--- config.mk ---
export PLATFORM = sky130hd
export DESIGN_NAME = gshare_branch_predictor_flat
export DESIGN_NICKNAME = d
export VERILOG_FILES = /design/src/rtl/gshare_branch_predictor_if.sv /design/src/rtl/gshare_branch_predictor.sv /design/src/flat_wrapper.sv
export SDC_FILE = /design/constraint.sdc
export NUM_CORES = 2
export LEC_CHECK = 0
export ABC_AREA = 1
export CAP_MARGIN = 40
export CORE_UTILIZATION = 56
export CTS_BUF_LIST = sky130_fd_sc_hd__clkbuf_4 sky130_fd_sc_hd__clkbuf_8
export DETAILED_ROUTE_END_ITERATION = 8
export PLACE_DENSITY = 0.75
export SLEW_MARGIN = 20
export SYNTH_ARGS = -nofsm -noshare
export SYNTH_HDL_FRONTEND = slang
export SYNTH_SLANG_ARGS = --single-unit
--- constraint.sdc ---
create_clock -name clk -period 5.1 [get_ports clk]
set_input_delay 1.02 -clock clk [delete_from_list [all_inputs] [get_ports clk]]
set_output_delay 1.02 -clock clk [all_outputs]
set_load 0.01 [all_outputs]
--- src/rtl/gshare_branch_predictor_if.sv ---
// gshare_branch_predictor_if
//   Bundles the fetch-lookup, execute-update, redirect and performance
//   signals of the gshare branch predictor into one interface.
//   master : pipeline side (drives fetch/update, receives predictions)
//   slave  : predictor side (receives fetch/update, drives predictions)
//   Signals:
//     fetch_valid/fetch_pc                 lookup request
//     pred_hit/pred_taken/pred_target      same-cycle prediction
//     pred_ghr                             history snapshot for the branch
//     upd_*                                resolved branch from execute
//     flush/redirect_pc                    registered mispredict redirect
//     perf_branches/perf_mispredicts       saturating event counters
interface gshare_branch_predictor_if #(
  parameter int XLEN     = 32,
  parameter int GHR_BITS = 6
);
  logic                fetch_valid;
  logic [XLEN-1:0]     fetch_pc;
  logic                pred_hit;
  logic                pred_taken;
  logic [XLEN-1:0]     pred_target;
  logic [GHR_BITS-1:0] pred_ghr;
  logic                upd_valid;
  logic [XLEN-1:0]     upd_pc;
  logic                upd_taken;
  logic [XLEN-1:0]     upd_target;
  logic                upd_pred_taken;
  logic [XLEN-1:0]     upd_pred_target;
  logic [GHR_BITS-1:0] upd_ghr;
  logic                flush;
  logic [XLEN-1:0]     redirect_pc;
  logic [31:0]         perf_branches;
  logic [31:0]         perf_mispredicts;

  modport master (
    output fetch_valid, fetch_pc,
    input  pred_hit, pred_taken, pred_target, pred_ghr,
    output upd_valid, upd_pc, upd_taken, upd_target,
    output upd_pred_taken, upd_pred_target, upd_ghr,
    input  flush, redirect_pc, perf_branches, perf_mispredicts
  );

  modport slave (
    input  fetch_valid, fetch_pc,
    output pred_hit, pred_taken, pred_target, pred_ghr,
    input  upd_valid, upd_pc, upd_taken, upd_target,
    input  upd_pred_taken, upd_pred_target, upd_ghr,
    output flush, redirect_pc, perf_branches, perf_mispredicts
  );
endinterface

--- src/rtl/gshare_branch_predictor.sv ---
// gshare_branch_predictor
//   gshare direction predictor (2-bit counters indexed by PC xor global
//   history) with a tagged direct-mapped BTB. Lookup is combinational;
//   training, history repair and redirect generation happen on posedge clk.
//   Ports:
//     clk  - clock, all state changes on the rising edge
//     rst  - synchronous active-high reset
//     bp   - slave side of gshare_branch_predictor_if (fetch lookup,
//            execute update, flush/redirect, performance counters)
module gshare_branch_predictor #(
  parameter int XLEN        = 32,
  parameter int BHT_ENTRIES = 64,
  parameter int BTB_ENTRIES = 16,
  parameter int GHR_BITS    = 6
) (
  input logic                      clk,
  input logic                      rst,
  gshare_branch_predictor_if.slave bp
);

  localparam int IDX   = $clog2(BHT_ENTRIES);
  localparam int BIDX  = $clog2(BTB_ENTRIES);
  localparam int TAG_W = XLEN - BIDX - 2;

  // Shift one outcome into a history register; the cast keeps the low
  // GHR_BITS bits so this also works when GHR_BITS is 1.
  function automatic logic [GHR_BITS-1:0] shift_in(input logic [GHR_BITS-1:0] h,
                                                   input logic b);
    return GHR_BITS'({h, b});
  endfunction

  logic [1:0]          bht_q [BHT_ENTRIES];
  logic [1:0]          bht_d [BHT_ENTRIES];
  logic [BTB_ENTRIES-1:0] btb_valid_q, btb_valid_d;
  logic [TAG_W-1:0]    btb_tag_q [BTB_ENTRIES];
  logic [TAG_W-1:0]    btb_tag_d [BTB_ENTRIES];
  logic [XLEN-1:0]     btb_target_q [BTB_ENTRIES];
  logic [XLEN-1:0]     btb_target_d [BTB_ENTRIES];
  logic [GHR_BITS-1:0] ghr_q, ghr_d;
  logic                flush_q, flush_d;
  logic [XLEN-1:0]     redirect_pc_q, redirect_pc_d;
  logic [31:0]         perf_branches_q, perf_branches_d;
  logic [31:0]         perf_mispredicts_q, perf_mispredicts_d;

  logic [IDX-1:0]      fetch_idx, upd_idx;
  logic [BIDX-1:0]     fetch_bidx, upd_bidx;
  logic [TAG_W-1:0]    fetch_tag, upd_tag;
  logic                hit, taken, mispredict;
  logic                unused_pc_bits;

  // The two byte-offset bits of an instruction PC never select anything.
  assign unused_pc_bits = ^{bp.fetch_pc[1:0], bp.upd_pc[1:0]};

  assign fetch_idx  = bp.fetch_pc[IDX+1:2] ^ IDX'(ghr_q);
  assign upd_idx    = bp.upd_pc[IDX+1:2] ^ IDX'(bp.upd_ghr);
  assign fetch_bidx = bp.fetch_pc[BIDX+1:2];
  assign upd_bidx   = bp.upd_pc[BIDX+1:2];
  assign fetch_tag  = bp.fetch_pc[XLEN-1:BIDX+2];
  assign upd_tag    = bp.upd_pc[XLEN-1:BIDX+2];

  // Lookup reads only the registered tables, so a same-cycle write to the
  // same entry is not visible until the next cycle.
  assign hit   = btb_valid_q[fetch_bidx] && (btb_tag_q[fetch_bidx] == fetch_tag);
  assign taken = hit && bht_q[fetch_idx][1];

  assign bp.pred_hit    = hit;
  assign bp.pred_taken  = taken;
  assign bp.pred_target = taken ? btb_target_q[fetch_bidx] : bp.fetch_pc + XLEN'(4);
  assign bp.pred_ghr    = ghr_q;

  // A wrong direction, or a taken branch whose target differs from the
  // one fetch used, both require a redirect.
  assign mispredict = bp.upd_valid &&
                      ((bp.upd_taken != bp.upd_pred_taken) ||
                       (bp.upd_taken && (bp.upd_target != bp.upd_pred_target)));

  // Table training: saturating counter step, BTB fill on taken branches only.
  always_comb begin
    bht_d        = bht_q;
    btb_valid_d  = btb_valid_q;
    btb_tag_d    = btb_tag_q;
    btb_target_d = btb_target_q;
    if (bp.upd_valid) begin
      if (bp.upd_taken) begin
        if (bht_q[upd_idx] != 2'b11) bht_d[upd_idx] = bht_q[upd_idx] + 2'b01;
        btb_valid_d[upd_bidx]  = 1'b1;
        btb_tag_d[upd_bidx]    = upd_tag;
        btb_target_d[upd_bidx] = bp.upd_target;
      end else begin
        if (bht_q[upd_idx] != 2'b00) bht_d[upd_idx] = bht_q[upd_idx] - 2'b01;
      end
    end
  end

  // History: speculative shift on a fetch hit, overridden by the repair
  // value built from the branch's own snapshot when execute mispredicts.
  always_comb begin
    ghr_d = ghr_q;
    if (bp.fetch_valid && hit) ghr_d = shift_in(ghr_q, taken);
    if (mispredict)            ghr_d = shift_in(bp.upd_ghr, bp.upd_taken);
  end

  // Redirect and performance counters; redirect_pc keeps its last value
  // between mispredicts.
  always_comb begin
    flush_d            = mispredict;
    redirect_pc_d      = redirect_pc_q;
    perf_branches_d    = perf_branches_q;
    perf_mispredicts_d = perf_mispredicts_q;
    if (mispredict)
      redirect_pc_d = bp.upd_taken ? bp.upd_target : bp.upd_pc + XLEN'(4);
    if (bp.upd_valid && (perf_branches_q != 32'hFFFF_FFFF))
      perf_branches_d = perf_branches_q + 32'd1;
    if (mispredict && (perf_mispredicts_q != 32'hFFFF_FFFF))
      perf_mispredicts_d = perf_mispredicts_q + 32'd1;
  end

  // Resettable state; an update presented during reset is dropped.
  always_ff @(posedge clk) begin
    if (rst) begin
      for (int i = 0; i < BHT_ENTRIES; i++) bht_q[i] <= 2'b01;
      btb_valid_q        <= '0;
      ghr_q              <= '0;
      flush_q            <= 1'b0;
      redirect_pc_q      <= '0;
      perf_branches_q    <= '0;
      perf_mispredicts_q <= '0;
    end else begin
      bht_q              <= bht_d;
      btb_valid_q        <= btb_valid_d;
      ghr_q              <= ghr_d;
      flush_q            <= flush_d;
      redirect_pc_q      <= redirect_pc_d;
      perf_branches_q    <= perf_branches_d;
      perf_mispredicts_q <= perf_mispredicts_d;
    end
  end

  // BTB payload needs no reset; it is only observed behind a valid bit.
  always_ff @(posedge clk) begin
    if (!rst) begin
      btb_tag_q    <= btb_tag_d;
      btb_target_q <= btb_target_d;
    end
  end

  assign bp.flush            = flush_q;
  assign bp.redirect_pc      = redirect_pc_q;
  assign bp.perf_branches    = perf_branches_q;
  assign bp.perf_mispredicts = perf_mispredicts_q;

endmodule

--- src/flat_wrapper.sv ---
// flat-port wrapper written by rule: the top's interface ports become plain ports
module gshare_branch_predictor_flat 
#(
  parameter int XLEN        = 32,
  parameter int BHT_ENTRIES = 64,
  parameter int BTB_ENTRIES = 16,
  parameter int GHR_BITS    = 6
)
  (clk, rst, bp_fetch_valid, bp_fetch_pc, bp_pred_hit, bp_pred_taken, bp_pred_target, bp_pred_ghr, bp_upd_valid, bp_upd_pc, bp_upd_taken, bp_upd_target, bp_upd_pred_taken, bp_upd_pred_target, bp_upd_ghr, bp_flush, bp_redirect_pc, bp_perf_branches, bp_perf_mispredicts);
  gshare_branch_predictor_if #(.XLEN(XLEN), .GHR_BITS(GHR_BITS)) bp_i ();
  input logic clk;
  input logic rst;
  input wire logic [$bits(bp_i.fetch_valid)-1:0] bp_fetch_valid;
  input wire logic [$bits(bp_i.fetch_pc)-1:0] bp_fetch_pc;
  output wire logic [$bits(bp_i.pred_hit)-1:0] bp_pred_hit;
  output wire logic [$bits(bp_i.pred_taken)-1:0] bp_pred_taken;
  output wire logic [$bits(bp_i.pred_target)-1:0] bp_pred_target;
  output wire logic [$bits(bp_i.pred_ghr)-1:0] bp_pred_ghr;
  input wire logic [$bits(bp_i.upd_valid)-1:0] bp_upd_valid;
  input wire logic [$bits(bp_i.upd_pc)-1:0] bp_upd_pc;
  input wire logic [$bits(bp_i.upd_taken)-1:0] bp_upd_taken;
  input wire logic [$bits(bp_i.upd_target)-1:0] bp_upd_target;
  input wire logic [$bits(bp_i.upd_pred_taken)-1:0] bp_upd_pred_taken;
  input wire logic [$bits(bp_i.upd_pred_target)-1:0] bp_upd_pred_target;
  input wire logic [$bits(bp_i.upd_ghr)-1:0] bp_upd_ghr;
  output wire logic [$bits(bp_i.flush)-1:0] bp_flush;
  output wire logic [$bits(bp_i.redirect_pc)-1:0] bp_redirect_pc;
  output wire logic [$bits(bp_i.perf_branches)-1:0] bp_perf_branches;
  output wire logic [$bits(bp_i.perf_mispredicts)-1:0] bp_perf_mispredicts;
  assign bp_i.fetch_valid = bp_fetch_valid;
  assign bp_i.fetch_pc = bp_fetch_pc;
  assign bp_pred_hit = bp_i.pred_hit;
  assign bp_pred_taken = bp_i.pred_taken;
  assign bp_pred_target = bp_i.pred_target;
  assign bp_pred_ghr = bp_i.pred_ghr;
  assign bp_i.upd_valid = bp_upd_valid;
  assign bp_i.upd_pc = bp_upd_pc;
  assign bp_i.upd_taken = bp_upd_taken;
  assign bp_i.upd_target = bp_upd_target;
  assign bp_i.upd_pred_taken = bp_upd_pred_taken;
  assign bp_i.upd_pred_target = bp_upd_pred_target;
  assign bp_i.upd_ghr = bp_upd_ghr;
  assign bp_flush = bp_i.flush;
  assign bp_redirect_pc = bp_i.redirect_pc;
  assign bp_perf_branches = bp_i.perf_branches;
  assign bp_perf_mispredicts = bp_i.perf_mispredicts;
  gshare_branch_predictor #(.XLEN(XLEN), .BHT_ENTRIES(BHT_ENTRIES), .BTB_ENTRIES(BTB_ENTRIES), .GHR_BITS(GHR_BITS)) u_core (.clk(clk), .rst(rst), .bp(bp_i));
endmodule
; ---- Word-level counts from Yosys, hierarchy flattened
; Index checks and enable logic that the tools add are counted.
[word_totals]
regBits = 1175
in_bits = 140
output_inout_bits = 137
word_cells = 182
[classes]
addsub = 6
order_cmp = 9
eq_ne = 7
n_mux = 33
n_bitwise = 8
reduce_logical = 17
[op_table]
columns = op, n
row1 = $bwmux W512, 1
row2 = $bwmux W416, 1
row3 = $mux W128, 3
row4 = $bwmux W128, 2
row5 = $mux W32, 5
row6 = $bmux W32 S4, 1
row7 = $demux W32 S4, 1
row8 = $bmux W26 S4, 1
row9 = $demux W26 S4, 1
row10 = $mux W26, 3
row11 = $add A32 B1 Y32 const B, 2
row12 = $add A32 B3 Y32 const B, 2
row13 = $ne A32 B32 Y1 const B, 2
row14 = $ne A32 B32 Y1, 1
row15 = $eq A26 B26 Y1, 1
row16 = $bmux W2 S6, 2
row17 = $or A16 B16 Y16, 1
row18 = $ge A7 B7 Y1 const B, 2
row19 = $not A6 Y7, 2
row20 = $demux W2 S6, 1
row21 = $mux W6, 2
row22 = $xor A6 B6 Y6, 2
row23 = $ge A5 B5 Y1 const B, 2
row24 = $logic_and A1 B1 Y1, 10
row25 = 19 further kinds, 29

; ---- Longest topological paths before layout
[logic_depth]
word_depth = 9
depth_mapped = 24
depth_no_buf = 21

; ---- Worst setup path after synthesis
; OpenSTA, ideal clock, no wires.
[synth_path]
path_kind = input to register
from = in bp_upd_taken
to = reg u_core.btb_tag_q[130] (netlist name) (enable)
arrival_ns = 4.321
setup_slack_ns = 0.305
stages = 5
path_buffers = 1
path_cell_list = buf_2 -> inv_2 -> nor3_1 -> nand2_1 -> nor2_1
[synth_between]
elab_chain_cells = 1
[synth_rtl]
columns = item, line
row1 = start: declaration, flat_wrapper.sv:21  ; input wire logic [$bits(bp_i.upd_taken)-1:0] bp_upd_taken;
row2 = $reduce_and A3 Y1 (no source line), n/a
row3 = end signal: assignment, gshare_branch_predictor.sv:142  ; btb_tag_q <= btb_tag_d;
row4 = end: declaration, gshare_branch_predictor.sv:35  ; logic [TAG_W-1:0] btb_tag_q [BTB_ENTRIES];
; Every way passes these cells.
; A chain may end at the register's enable or synchronous reset.

; ---- Worst setup path after layout
[layout_path]
from = in bp_fetch_pc[5]
to = out bp_pred_target[14]
[layout_between]
elab_chain_cells = 8
word_cells_on_any_way = 19
cone_classes = 1 x add/sub / 1 x eq/ne / 12 x mux / 3 x bitwise / 2 x reduce/logical
[layout_rtl]
columns = item, line
row1 = start: declaration, flat_wrapper.sv:14  ; input wire logic [$bits(bp_i.fetch_pc)-1:0] bp_fetch_pc;
row2 = $not A4 Y5 (not written as such), "gshare_branch_predictor.sv:63, gshare_branch_predictor.sv:68"
row3 = $bmux W26 S4, gshare_branch_predictor.sv:63  ; assign hit = btb_valid_q[fetch_bidx] && (btb_tag_q[fetch_bidx] == fetch_tag);
row4 = $mux W26 (not written as such) (2 in series), gshare_branch_predictor.sv:63
row5 = $eq A26 B26 Y1, gshare_branch_predictor.sv:63
row6 = $logic_and A1 B1 Y1, gshare_branch_predictor.sv:63
row7 = $logic_and A1 B1 Y1, gshare_branch_predictor.sv:64  ; assign taken = hit && bht_q[fetch_idx][1];
row8 = $mux W32 *, gshare_branch_predictor.sv:68  ; assign bp.pred_target = taken ? btb_target_q[fetch_bidx] : bp.fetch_pc + XLEN'(4);
row9 = end: declaration, flat_wrapper.sv:17  ; output wire logic [$bits(bp_i.pred_target)-1:0] bp_pred_target;
; Every way passes the cells marked *; elsewhere a longest branch is shown, timed or not. The select of a mux whose other input is x is not followed.

==> metrics.txt <==
top cells by count, synth nand2_1 (1248), edfxtp_1 (928), nor2_1 (612), inv_1 (515), o21ai_0 (442); die area 94700 sq um; RSZ-0062 raised after global routing true; io pins around 280; fillers 6961; Core Footprint 92100 sq um; Synth Area per Inst 9.61 sq um; Iter 0 DRT Violations 6490; Worst EP required 4.08 ns; Seq/Total Area, Yosys 62.7%; power density over the cells 333 nW/um^2; terminus of the critical flop-to-flop path u_core.bp.perf_branches[24]$_SDFFE_PP0P_; antenna violations before repair 9; Crit. End Element primary output; CTS Buffer Depth 3; Area Overhead vs Synth 19.5%; CTS tree done; top cell type's share of synthesized area 53.2%; Root Buffer clkbuf_8; outcome finished clean; layout cells sized above 1 between 10% and 20%; largest net degree at the start of global routing 203; Psw around 5.3 mW; HPWL Detailed between 100000 and 150000 um; first-pass iteration count of the detailed router 6; sequential power share between 50 and 60%; Vias around 44000; Yosys reg bits ~1200; H-Tree Depth 4; Syn Nets 5595; combinational power share 10.6%; Clock Pin Slew Worst Setup and Hold Paths about 0.07 ns; Worst-Skew Late Latency 0.91 ns; Worst setup SP type input pin; clock skew 0.0567 ns; max cap viols 0; top_reg_cell synth edfxtp_1; Clock power frac 39.1%; crit path DAT 4.01 ns; Ys Warns 0; Pint between 15 and 20 mW; slew at the pin with the worst max-slew slack 1.11 ns; Post-Syn Instances 5446; Synth async-reset ratio 0%; input/output buffers 276; Hold Path Cell Cnt 2; Total Nets Final 6071; Chip Width around 300 um; count leader, synth nand2_1; Cell Area, Synth between 50000 and 60000 sq um; Sw Share 25.6%; drt wl/cell 24.0 um; RR Startpoint u_core.bp.perf_branches[1]$_SDFFE_PP0P_; critical-path maximum fanout 19; wire length of the first global-routing pass 255000 um; Site Rows ~110; Initial Util 56.8%; CTS sink cnt roughly 1200; post-route ant nets 0; Final GP Congestion 0.999; worst reg2reg setup slack 1.80 ns; hold slack 0.462 ns; worst rel slew slack 26.3%; Hold Path Class reg -> reg; largest cells by area after synthesis edfxtp_1 (53%), dfxtp_1 (9.4%), nand2_1 (9.0%); drt total wl roughly 180000 um; LEAKAGE 23.6 nW; worst reg2reg path depth 13; Synth cell types 52; Die Height 308 um; final count of hold timing violations 0; fmax 199 MHz; Final Critical Period roughly 5.0 ns; Post-synth EDFFs 928; GRT Overall Usage 36.7%; drt via density 5.97; drt drc 0; Post-CTS Hold Buffers 0; grt total ovfl 0; worst setup path class in -> out; period utilization 98.6%; # setup viols final 0; Power Total 20.8 mW; Worst VDD drop approximately 0.00029 V; area leader, netlist edfxtp_1; Num CTS Buffers 182; Final Max Tran Viols 0; vias in the first global route 40800
-- cell usage in the layout (no fill, tap or decap), types with 14 or more instances in the layout --
cell	count
or2_2	14
nand3_1	353
nor2_4	21
nor2_1	593
a21oi_1	243
edfxtp_1	928
inv_1	513
buf_12	74
nor4_1	21
nand2_1	1245
xor2_1	63
nand4_1	34
clkinv_1	40
dfxtp_1	247
buf_4	206
o21ai_0	442
o211ai_1	34
xnor2_1	33
clkbuf_8	201
clkdlybuf4s50_1	241
clkbuf_4	55
dlymetal6s2s_1	30
o221ai_1	43
o21ai_1	33
nor3_1	59
clkinv_2	20
o22ai_1	135
-- kinds of logic after synthesis --
logic type,after synthesis,synth area share (%)
simple gates,2373,18.6
flops,1175,62.7
fa+ha+maj,9,0.215
compound gates,988,10.6
mux,1,0.0191
xor+xnor,96,1.61
buf+inv,804,6.26
-- worst max-delay path: stages --
cell	delay [ns]
clkdlybuf4s50_1	0.50
buf_12	0.15
nand2_1	0.13
inv_4	0.15
buf_12	0.15
nand2_1	0.06
nand2_1	0.08
inv_1	0.05
nand3_1	0.13
nand2_1	0.07
nor2_1	0.12
nand2_1	0.06
nor2_1	0.10
nand2_1	0.11
nor2_4	0.15
nand2_4	0.13
clkinv_8	0.11
nand2_1	0.07
o21ai_1	0.10
clkdlybuf4s50_1	0.55
-- what timing repair did --
action | CTS | global route
setup endpoints to repair | 10 | 33
setup buffers | 0 | 1
resized for setup | 2 | 46
-- how the worst max path moves through the flow --
stage	start	to	slack (ns)	cells after the start
5_1_grt	bp_fetch_pc[5]	bp_pred_target[14]	-0.08	20
6_report	bp_fetch_pc[5]	bp_pred_target[14]	0.07	20
3_5_place_dp	bp_fetch_pc[5]	bp_pred_target[8]	-0.07	20
4_1_cts	bp_fetch_pc[5]	bp_pred_target[7]	0.007	20
3_3_place_gp	bp_fetch_pc[5]	bp_pred_target[8]	-0.001	20
2_1_floorplan	bp_upd_taken	u_core.btb_tag_q[130]$_DFFE_PP_	0.30	5
-- sequential cells by signal, summed over array words and instances (netlist names), named ones only --
signal / cells
u_core.bht_q: 64
u_core.bp.flush: 1
u_core.bp.perf_branches: 32
u_core.bp.perf_mispredicts: 32
u_core.bp.pred_ghr: 6
u_core.bp.redirect_pc: 32
u_core.btb_tag_q: 416
u_core.btb_target_q: 512
u_core.btb_valid_q: 16
-- area by class of cell --
cell class	count	area [sq um]	area share [%]
Inverter	533	2030	3.25
Clock inverter	77	592	0.946
Tap cell	1243	1560	2.49
Sequential cell	1175	32800	52.5
Timing Repair Buffer	563	5960	9.53
Antenna cell	5	12.5	0.0200
Clock buffer	255	3170	5.06
Multi-Input combinational cell	3467	16400	26.3
-- through the flow --
step | utilization (%) | instances | setup TNS [ns] | setup WS (ns) | area (sq um)
2_1_floorplan | - | 5446 | 0 | 0.305 | 52300
3_3_place_gp | 63.6 | 6972 | -0.00149 | -0.00149 | 58500
3_5_place_dp | 63.6 | 6977 | -0.361 | -0.0687 | 58600
4_1_cts | 67.7 | 7309 | 0 | 0.00711 | 62400
5_1_grt | 67.9 | 7314 | -0.150 | -0.0760 | 62500
6_report | 67.9 | 7318 | 0 | 0.0697 | 62600
-- routing by layer --
layer	vias up	share of wire, %	GRT usage (%)
met4	6	4.7	17.5
li1	19600	-	-
met2	2977	43	54.5
met5	-	0.019	0
met3	478	15	11.6
met1	20700	37	49.0
-- power groups by stage --
stage                     Combinational [mW]  Sequential (mW)  Clock, mW
final                                   2.22             10.5       8.15
after global routing                    2.32             10.5       8.56
after CTS                               2.15             10.5       8.16
after detailed placement                2.14             10.7          0
after global placement                  2.11             10.7          0
after floorplan                        0.990             10.7          0
(Power assumes the default switching activity.)
==> patch (same settings) <==
Put a register stage on the output `bp.pred_target`, without a reset. The value now appears one clock later.
--- a/src/rtl/gshare_branch_predictor.sv
+++ b/src/rtl/gshare_branch_predictor.sv
@@ -65,7 +65,9 @@
 
   assign bp.pred_hit    = hit;
   assign bp.pred_taken  = taken;
-  assign bp.pred_target = taken ? btb_target_q[fetch_bidx] : bp.fetch_pc + XLEN'(4);
+  always_ff @(posedge clk) begin
+    bp.pred_target <= taken ? btb_target_q[fetch_bidx] : bp.fetch_pc + XLEN'(4);
+  end
   assign bp.pred_ghr    = ghr_q;
 
   // A wrong direction, or a taken branch whose target differs from the
Function: not settled (the Yosys comparison gave no result); the edit may change what the design does.
==> patch against the unedited design <==
Wire length down 1.7%; critical endpoint is now bp_pred_hit; total power grew 1.5%; final area is 0.62% lower; synthesized cell count up 0.86%; count of clock-buffer cells in the layout rose by 35; non-clock buffer count down 73; sequential cell count increased by 32; setup slack gained 0.11 ns; clock skew fell by 0.0055 ns; highest routed layer unchanged; die area up 1.1%; synthesized area up 1.1%.
==> patch: results (changes against the unedited design) <==
run_status:
  status: "finished, final reports clean"
clock_network:
  cts_setup_buffers: 0  # unchanged
  clk_latency_ns: 0.91  # about the same
  h-tree-depth: 4  # unchanged
  post_cts_resize_count: 0  # -2
  clkTransAtPathRegs_ns: 0.06
  cts_buffers: 187  # +2.7%
  cts_root_buffer: "clkbuf_8"
layout:
  fin_nets: 6046  # -0.41%
  fillers: 7104  # +2.1%
  reg_top3: "u_core.btb_target_q x512, u_core.btb_tag_q x416, u_core.bht_q x64"
  layout-drive-gt1-share_pct: 9.82  # -1.1 points
placed_design:
  dp_hpwl_um: 110000  # -4.6%
  placed_area_mm2: 0.0583  # -0.54%
  post-place-ws_ns: 0.0694  # +0.138 ns
  place.gp.congestion: 1.10  # +10%
detailed_routing:
  highest_layer: "met5"
  met1_length_um: 65200  # +0.28%
  wl_met3_um: 24300  # -7.4%
  wire_per_inst_um: 23.7  # -1.5%
  drt_iter0_drc: 6241  # -3.8%
  viasPerCell: 5.98  # +0.22%
  wl_met2_um: 75900  # -0.78%
yosys:
  ys_types: 56  # +7.7%
  ys_top_cells_by_area: "edfxtp_1 (53%), dfxtp_1 (11%), nand2_1 (9.1%), o21ai_0 (4.4%), nor2_1 (4.2%)"
  synth-warning-count: 0  # unchanged
  ys_async_sr_fraction_pct: 0  # unchanged
  synth_fp_nets: 5642  # +0.84%
  synth_edf_count: 928  # unchanged
  ys.flop_type: "edfxtp_1"
  ys_seq_area_share_pct: 63.2  # +0.52 points
  synth_commonest_cells: "nand2_1 (1286), edfxtp_1 (928), nor2_1 (596)"
grt:
  grt_pass1_vias: 40400  # -1.2%
  grt_antenna_before_repair: 9  # unchanged
  grt_max_degree: 129  # -36%
  grt_util_met1_pct: 48.7  # -0.32 points
  grtUsageTotal_pct: 35.9  # -0.88 points
  grt_first_pass_wirelength_um: 251000  # -1.2%
  met3_usage_pct: 10.4  # -1.2 points
  met2_usage_pct: 53.6  # -0.97 points
setup_path:
  worst_ep_arrival_time_ns: 3.90  # -0.11 ns
  worstPathMaxFanout: 20  # +1
  rr_startpoint: "u_core.bp.pred_ghr[1]"
  rr_endpoint: "u_core.bp.pred_target[16]"
  reg2regPathDepth: 15  # +2
  reg2reg_setup_slack_ns: 1.52  # -0.28 ns
  critPathCapture: "bp_pred_hit"
power:
  ir_worst_vdd_uv: 302  # +4.8%
  sw_frac_of_total_pct: 25.1  # -0.55 points
  p_leak_nw: 23.3  # -1.4%
worst_hold_path:
  hold_class: "register to register"
  worstHoldStart: "u_core.btb_valid_q[11]"
sta:
  clock_skew_ns: 0.0512  # -0.00554 ns
  max_freq_mhz: 203  # +2.3%
  tns_ns: 0  # unchanged
  tightest_slew_ns: 0.946  # -0.159 ns
patch: critical path, stage by stage:
cell             delay (ns)
clkdlybuf4s50_1        0.43
buf_4                  0.17
inv_2                  0.08
buf_4                  0.34
nand3_1                0.30
nand3_1                0.18
nand2_1                0.07
nor2_1                 0.11
nand2_1                0.07
nor2_1                 0.13
nand2_1                0.09
nor2_2                 0.12
buf_4                  0.22
clkdlybuf4s50_1        0.57
patch: kinds of logic after synthesis:
kind of cell	share of synthesized area, %
muxes	0.0189
buffers and inverters	6.11
xor gates and xnor gates	1.60
DFF	63.2
AOI/OAI and AO/OA	10.5
adders and majority gates	0.213
and+or+nand+nor	18.3
patch: power by group through the flow:
stage	Combinational [mW]	Clock (mW)	Sequential, mW
global route	2.19	8.78	10.7
detailed placement	2.01	0	10.9
finish	2.08	8.32	10.7
global placement	1.98	0	10.9
floorplan	0.972	0	10.9
CTS	2.02	8.35	10.7
patch: metrics by stage:
stage               util, %  std cells
finish                 66.5       7306
global route           66.5       7306
CTS                    66.5       7304
detailed placement     62.4       6961
global placement       62.3       6959
floorplan                 -       5493
patch: cell type report:
cell class,count,area share [%]
well taps,1254,2.52
repair buffers,490,7.85
diodes,1,0.00403
multi-input cells,3472,26.3
flip-flops and latches,1207,53.8
clock buffers,290,5.56
clock inverters,53,0.656
inverters,539,3.28
patch: worst min path at each step:
stage | to | slack [ns] | depth (start not counted)
after floorplan | u_core.btb_valid_q[0] | 0.42 | 2
after global placement | u_core.btb_valid_q[11] | 0.43 | 2
after detailed placement | u_core.btb_valid_q[11] | 0.44 | 2
after CTS | u_core.btb_valid_q[11] | 0.46 | 2
after global routing | u_core.btb_valid_q[11] | 0.48 | 2
final | u_core.btb_valid_q[11] | 0.46 | 2
